**src/rtl/mem_req_arbiter.sv**
```systemverilog
// rtl/mem_req_arbiter.sv - N-to-1 req/gnt/rvalid memory arbiter with in-order response routing
//
// Merges NR_PORTS requesters onto a single memory port. Arbitration is fixed
// priority (ARB_MODE=0, lowest index wins) or round robin (ARB_MODE=1). A
// request that is presented but not granted locks the winner until it is
// granted. Granted port indices are queued in an in-order ID FIFO so that each
// data_rvalid_i is routed back to the issuing port.
//
// Ports:
//   clk_i, rst_ni                 clock, asynchronous active-low reset
//   port_*_i / port_gnt_o         per-port request side
//   port_rvalid_o, port_rdata_o   per-port response (rdata broadcast)
//   address_o .. data_req_o       selected request towards memory
//   data_gnt_i, data_rvalid_i,
//   data_rdata_i                  memory handshake and response
//   spurious_o                    rvalid seen with no outstanding request
module mem_req_arbiter #(
    parameter int NR_PORTS        = 3,
    parameter int ADDRESS_SIZE    = 64,
    parameter int DATA_WIDTH      = 64,
    parameter int MAX_OUTSTANDING = 4,
    parameter int ARB_MODE        = 1
) (
    input  logic                                      clk_i,
    input  logic                                      rst_ni,
    input  logic [NR_PORTS-1:0][ADDRESS_SIZE-1:0]     port_address_i,
    input  logic [NR_PORTS-1:0][DATA_WIDTH-1:0]       port_wdata_i,
    input  logic [NR_PORTS-1:0]                       port_req_i,
    input  logic [NR_PORTS-1:0]                       port_we_i,
    input  logic [NR_PORTS-1:0][DATA_WIDTH/8-1:0]     port_be_i,
    output logic [NR_PORTS-1:0]                       port_gnt_o,
    output logic [NR_PORTS-1:0]                       port_rvalid_o,
    output logic [DATA_WIDTH-1:0]                     port_rdata_o,
    output logic [ADDRESS_SIZE-1:0]                   address_o,
    output logic [DATA_WIDTH-1:0]                     data_wdata_o,
    output logic                                      data_we_o,
    output logic [DATA_WIDTH/8-1:0]                   data_be_o,
    output logic                                      data_req_o,
    input  logic                                      data_gnt_i,
    input  logic                                      data_rvalid_i,
    input  logic [DATA_WIDTH-1:0]                     data_rdata_i,
    output logic                                      spurious_o
);

    localparam int IDX_W = (NR_PORTS > 1) ? $clog2(NR_PORTS) : 1;
    localparam int PTR_W = (MAX_OUTSTANDING > 1) ? $clog2(MAX_OUTSTANDING) : 1;
    localparam int CNT_W = $clog2(MAX_OUTSTANDING + 1);

    logic [IDX_W-1:0] fifo_q [MAX_OUTSTANDING];
    logic [PTR_W-1:0] wr_ptr_q, wr_ptr_d;
    logic [PTR_W-1:0] rd_ptr_q, rd_ptr_d;
    logic [CNT_W-1:0] count_q, count_d;
    logic [IDX_W-1:0] rr_ptr_q, rr_ptr_d;
    logic             lock_valid_q, lock_valid_d;
    logic [IDX_W-1:0] lock_idx_q, lock_idx_d;

    logic [IDX_W-1:0] arb_idx;
    logic             arb_found;
    logic [IDX_W-1:0] winner;
    logic [IDX_W-1:0] sel;
    logic             full;
    logic             empty;
    logic             push;
    logic             pop;

    // Scan order starts at 0 for fixed priority, at rr_ptr for round robin.
    always_comb begin
        int cand;
        arb_idx   = '0;
        arb_found = 1'b0;
        cand      = 0;
        for (int i = 0; i < NR_PORTS; i++) begin
            if (ARB_MODE == 0) begin
                cand = i;
            end else begin
                cand = (int'(rr_ptr_q) + i) % NR_PORTS;
            end
            if (!arb_found && port_req_i[cand]) begin
                arb_found = 1'b1;
                arb_idx   = IDX_W'(cand);
            end
        end
    end

    // A stalled request keeps its port on the bus until granted.
    assign winner     = lock_valid_q ? lock_idx_q : arb_idx;
    assign full       = (count_q == CNT_W'(MAX_OUTSTANDING));
    assign empty      = (count_q == '0);
    assign data_req_o = !full && (lock_valid_q || arb_found);
    assign push       = data_req_o && data_gnt_i;
    assign pop        = data_rvalid_i && !empty;
    assign spurious_o = data_rvalid_i && empty;

    assign sel          = data_req_o ? winner : '0;
    assign address_o    = port_address_i[sel];
    assign data_wdata_o = port_wdata_i[sel];
    assign data_we_o    = port_we_i[sel];
    assign data_be_o    = port_be_i[sel];
    assign port_rdata_o = data_rdata_i;

    always_comb begin
        port_gnt_o    = '0;
        port_rvalid_o = '0;
        if (push) begin
            port_gnt_o[winner] = 1'b1;
        end
        if (pop) begin
            port_rvalid_o[fifo_q[rd_ptr_q]] = 1'b1;
        end
    end

    always_comb begin
        wr_ptr_d     = wr_ptr_q;
        rd_ptr_d     = rd_ptr_q;
        count_d      = count_q;
        rr_ptr_d     = rr_ptr_q;
        lock_valid_d = lock_valid_q;
        lock_idx_d   = lock_idx_q;

        if (push) begin
            wr_ptr_d     = (wr_ptr_q == PTR_W'(MAX_OUTSTANDING - 1)) ? '0 : wr_ptr_q + 1'b1;
            lock_valid_d = 1'b0;
            if (ARB_MODE == 1) begin
                rr_ptr_d = (winner == IDX_W'(NR_PORTS - 1)) ? '0 : winner + 1'b1;
            end
        end else if (data_req_o) begin
            lock_valid_d = 1'b1;
            lock_idx_d   = winner;
        end

        if (pop) begin
            rd_ptr_d = (rd_ptr_q == PTR_W'(MAX_OUTSTANDING - 1)) ? '0 : rd_ptr_q + 1'b1;
        end

        if (push && !pop) begin
            count_d = count_q + 1'b1;
        end else if (pop && !push) begin
            count_d = count_q - 1'b1;
        end
    end

    always_ff @(posedge clk_i or negedge rst_ni) begin
        if (!rst_ni) begin
            wr_ptr_q     <= '0;
            rd_ptr_q     <= '0;
            count_q      <= '0;
            rr_ptr_q     <= '0;
            lock_valid_q <= 1'b0;
            lock_idx_q   <= '0;
            for (int i = 0; i < MAX_OUTSTANDING; i++) begin
                fifo_q[i] <= '0;
            end
        end else begin
            wr_ptr_q     <= wr_ptr_d;
            rd_ptr_q     <= rd_ptr_d;
            count_q      <= count_d;
            rr_ptr_q     <= rr_ptr_d;
            lock_valid_q <= lock_valid_d;
            lock_idx_q   <= lock_idx_d;
            if (push) begin
                fifo_q[wr_ptr_q] <= winner;
            end
        end
    end

endmodule

```
**config.mk**
```make
export PLATFORM = sky130hd
export DESIGN_NAME = mem_req_arbiter
export DESIGN_NICKNAME = d
export VERILOG_FILES = /design/src/rtl/mem_req_arbiter.sv
export SDC_FILE = /design/constraint.sdc
export NUM_CORES = 1
export LEC_CHECK = 0
export CORE_AREA = 4 4 268 270
export DETAILED_ROUTE_END_ITERATION = 6
export DIE_AREA = 0 0 272 274
export DONT_BUFFER_PORTS = 1
export PLACE_DENSITY_LB_ADDON = 0.12
export SKIP_LAST_GASP = 1
export SLEW_MARGIN = 20
export SYNTH_ARGS = -nofsm -noshare
export SYNTH_HDL_FRONTEND = slang
export SYNTH_SLANG_ARGS = --single-unit
```
**constraint.sdc**
```tcl
create_clock -name clk_i -period 3.54 [get_ports clk_i]
set_clock_uncertainty 0.15 [all_clocks]
set_input_delay 0.354 -clock clk_i [delete_from_list [all_inputs] [get_ports clk_i]]
set_output_delay 0.354 -clock clk_i [all_outputs]
set_load 0.01 [all_outputs]
```
# Word level (Yosys, flattened, before mapping)
# Cells that the tools add are included.
# totals
regBits	20
input_bits	482
out_inout_bits	209
# classes
addsub	7
div	3
order_cmp	11
eq_ne	4
n_mux	44
bitwise	3
reduce_logical	22
# ops
operator	n
64-bit binary-select mux with 2-bit select	2
64-bit two-way mux	2
32-bit by 4-bit less-than comparator with 1-bit output, second input constant	3
32-bit by 3-bit remainder unit with 32-bit output, second input constant	2
3-bit by 3-bit remainder unit with 32-bit output, second input constant	1
2-bit two-way mux	11
8-bit binary-select mux with 2-bit select	1
1-bit two-way mux	14
3-bit two-way mux	4
1-bit logical AND	11
2-bit by 3-bit less-than comparator with 1-bit output, second input constant	3
1-bit binary-select mux with 2-bit select	4
8-bit bitwise mux	1
8-bit two-way mux	1
2-bit by 1-bit adder with 2-bit output, second input constant	3
2-bit == test, second input constant	3
3-bit greater-or-equal comparator, second input constant	2
1-bit logical NOT	6
2-bit NOT with 3-bit output	2
2-bit binary-select mux with 2-bit select	1
1-bit demux with 2-bit select	2
2-bit demux with 2-bit select	1
2-bit by 1-bit greater-or-equal comparator with 1-bit output, second input constant	2
2-bit nonzero test	2
10 further kinds	10

# Longest topological paths before layout
# logic_depth
ltp_word	18
mapped_depth	13

# Worst setup path before layout
# No wires, ideal clock.
# synth_path
path_kind	register to register
startpoint	reg rr_ptr_q[0]
endpoint	reg count_q[2]
arrival_time_ps	2685
required_time_ps	3311
slack_ps	626
stages_incl_launch_ff	14
cell_sequence	dfrtp_1 inv_1 ha_1 buf_2 nor3b_4 a311oi_2 a311o_1 inv_1 ha_1 inv_1 fa_1 xor2_1 nor2_1 xor2_1
# synth_between
elab_chain_len	17
elab_cells_between_ends	29
# synth_lines
element	line	rtl
start: declaration	53	logic [IDX_W-1:0] rr_ptr_q, rr_ptr_d;
start signal: assignment	157	rr_ptr_q <= rr_ptr_d;
parallel branches: the longest is 10 deep, another holds 32-bit by 3-bit remainder unit with 32-bit output	n/a	
1-bit two-way mux *	78	if (!arb_found && port_req_i[cand]) begin
1-bit logical OR *	89	assign data_req_o = !full && (lock_valid_q || arb_found);
1-bit logical AND *	89	
1-bit logical AND *	90	assign push = data_req_o && data_gnt_i;
named net push	63	logic push;
1-bit logical NOT	137	end else if (pop && !push) begin
1-bit logical AND	137	
2-bit nonzero test (no source line)	n/a	
end signal: assignment	156	count_q <= count_d;
end: declaration	52	logic [CNT_W-1:0] count_q, count_d;
# Mark *: on every way through the listed nets, which the timed path passes. The select of a mux whose other input is x is not followed.
# A chain may end at the register's enable or synchronous reset.

# Worst setup path after layout
# layout_path
startpoint	reg rr_ptr_q[0]
endpoint	out address_o[39]
# layout_between
elab_chain_len	16
elab_cells_between_ends	30
# layout_lines
element	line	rtl
parallel branches: the longest is 13 deep, another holds 32-bit by 3-bit remainder unit with 32-bit output	n/a	
2-bit two-way mux *	94	assign sel = data_req_o ? winner : '0;
64-bit binary-select mux with 2-bit select *	95	assign address_o = port_address_i[sel];
64-bit two-way mux (implied by the code) *	95	
end: declaration	34	output logic [ADDRESS_SIZE-1:0] address_o,
# Every way passes the cells marked *. The select of a mux whose other input is x is not followed.

==> results.json <==
{
  "cp-end-kind": "primary output",
  "seq_area_um2": 504,
  "r2r_start": "rr_ptr_q[0]",
  "critPathMaxFanout": 47,
  "initial_core_util_pct": 9.49,
  "required_ns": 3.04,
  "tightest_slew_ns": 0.917,
  "critPathKind": "flip-flop to primary output",
  "pre_cts_ws_ns": 0.241,
  "antenna_found_initial": 6,
  "max-cap-violations": 0,
  "track_usage_pct": 9.28,
  "detail_route.wl_per_cell_um": 23.9,
  "io_buffers": 0,
  "drt-initial-drc-count": 604,
  "p_int_mw": 3.66,
  "slew_viol_final": 0,
  "period_share_pct": 95.6,
  "postSynthAreaPerCell_um2": 7.86,
  "fmax_ghz": 0.296,
  "setup_violations": 0,
  "combPwrFrac_pct": 91.9,
  "final_cells": 1636,
  "final_hold_viol_count": 0,
  "synth_top_area_share_pct": 20.8,
  "dp_hpwl_um": 29800,
  "ys_top_cells_by_area": "a221o_1 (21%), a32o_1 (21%), a22oi_1 (16%)",
  "die_w_um": 272,
  "synth_ff_type": "dfrtp_1",
  "synth_edf_count": 0,
  "switching_share_pct": 59.7,
  "clkPwrFrac_pct": 3.0,
  "synth_warnings": 0,
  "nNetsFinal": 1185,
  "synth_common_cells": "nand2_1 (140), a221o_1 (137), a22oi_1 (137), a32o_1 (137), clkbuf_1 (81)",
  "period_minus_slack_ns": 3.38,
  "hp-class": "primary input to flip-flop",
  "drt-total-wl_um": 39100,
  "synth_most_common_cell": "nand2_1",
  "cts_num_sinks": 20,
  "switching_power_mw": 5.43,
  "dp_cells": 1625,
  "die_y_um": 274,
  "core.rowCount": 97,
  "power.density_nw_per_um2": 1240,
  "synthCells": 840,
  "vdd_ir_drop_max_uv": 484,
  "dieArea_um2": 74500,
  "overflow": 0,
  "leakagePower_nw": 2.20,
  "tns_ns": 0,
  "numCtsBuffers": 3,
  "timing.hold.worst.start": "data_gnt_i",
  "antenna_left": 0,
  "startpoint": "rr_ptr_q[0]",
  "final.fill_count": 8056,
  "crit_path_start_kind": "flip-flop",
  "viasPerCell": 4.66,
  "utilization_pct": 10.5,
  "place.gp.congestion": 0.839,
  "grt_pass1_vias": 7512,
  "clockBufferDepth": 2,
  "drive_gt1_share_pct": 8.08,
  "ys_seq_area_share_pct": 7.58,
  "grt_pass1_wl_um": 53600,
  "synth_area_leader_cell": "a221o_1",
  "cts.clk_slew.worst_paths_ns": 0.06,
  "vias": 7616,
  "worstPathArrival_ns": 2.88,
  "multi_input_area_um2": 5050,
  "cts-root-buf": "clkbuf_16",
  "areaGrowthSynthToFinish_pct": 10.9,
  "clk_latency_ns": 0.25,
  "synthDistinctLibCells": 45,
  "maxSlewHeadroom_pct": 38.8,
  "cts_tree": "yes",
  "core_area_um2": 69500,
  "run_status": "completed",
  "syn_nets": 1331,
  "ys_ff_latch": 20,
  "syn-cell-area_um2": 6600,
  "rsz0062_at_grt": "no",
  "drcViolationCount": 0,
  "pin_count": 691,
  "setup_slack_ns": 0.157,
  "firstDrtPassIters": 7,
  "async_reset_ff_share_pct": 100,
  "pwr-share-seq_pct": 5.1,
  "grt_max_degree": 101,
  "cts-htree-levels": 1
}
per-stage QoR:
stage | power (mW) | hold WS (ns) | cell area, um2
3_5_place_dp | 8.78 | -0.0902 | 7160
6_report | 9.10 | 0.0902 | 7320
2_1_floorplan | 6.81 | -0.0916 | 6600
4_1_cts | 9.18 | 0.0898 | 7300
3_3_place_gp | 8.85 | -0.0903 | 7160
5_1_grt | 9.76 | 0.154 | 7320
timing repair:
action / 4_1_cts / 5_1_grt
buffers inserted: 2 / 0
hold buffers: 1 / 1
hold endpoints to repair: 20 / 20
resized for setup: 0 / 1
endpoints found under the setup margin: 4 / 15
pin swaps: 1 / 0
area by class of cell:
class,instances,share of cell area [%]
multi-input cells,626,69.0
well taps,940,16.1
diodes,3,0.103
repair buffers,35,6.32
inverters,8,0.410
flip-flops and latches,20,6.89
clock buffers,4,1.21
worst max-delay path: stages (launching register included):
cell	delay, ns
dfrtp_1	0.37
inv_1	0.06
ha_1	0.41
nor2b_1	0.21
o2111a_4	0.31
mux2_2	0.30
o21ai_4	0.15
buf_12	0.14
buf_12	0.21
a32o_1	0.35
kinds of logic after synthesis:
family                   synth area share, %
multiplexers                            3.05
AO/OA/AOI/OAI                           59.9
flip-flops                              7.58
adder cells (fa/ha/maj)                 1.82
XOR/XNOR                               0.398
AND/OR/NAND/NOR                         10.8
buffers and inverters                   16.5
final timing paths:
check | slack [ns] | cells after the start | endpoint
setup / recovery | 0.16 | 9 | address_o[39]
hold / removal | 0.09 | 2 | wr_ptr_q[1]
setup reg to reg | 0.42 | 12 | count_q[2]
hold reg to reg | 0.34 | 1 | fifo_q[2]
max in group asynchronous | 2.40 | 2 | lock_valid_q
min in group asynchronous | 0.46 | 2 | fifo_q[2]
power groups by stage:
stage	logic (mW)	registers [mW]	clock network (mW)
after detailed placement	8.30	0.474	0
final	8.36	0.465	0.269
after floorplan	6.40	0.405	0
after global placement	8.37	0.479	0
after CTS	8.43	0.471	0.274
after global routing	8.98	0.490	0.287
state kept, by name, summed over array words and instances, names as in the netlist:
register and flops:
count_q 3, fifo_q 8, lock_idx_q 2, lock_valid_q 1, rd_ptr_q 2, rr_ptr_q 2
wr_ptr_q 2
cells in the final DEF, fill, tap and decap left out, drive strengths merged, types with 2 or more instances in the layout:
master,n
nand2,140
a22oi,137
a221o,137
a32o,137
buf,34
dfrtp,20
mux2,13
inv,8
ha,8
o21ai,7
nor3b,5
nor2b,5
and3,4
nor3,4
clkbuf,4
diode,3
a21o,3
nor2,3
nand3,2
mux4,2
xor2,2
routing by layer:
layer  share of wire, %  wire length (um)  global-route usage (%)  vias to the layer above
li1                   -                 -                       -                     3209
met1                 35             13600                    9.94                     3781
met2                 51             20100                    17.3                      562
met3                 10              3950                    2.70                       60
met4                3.8              1490                    3.35                        4
met5              0.066                26                       0                        -
No activity file was read; power rests on OpenSTA's default activity.
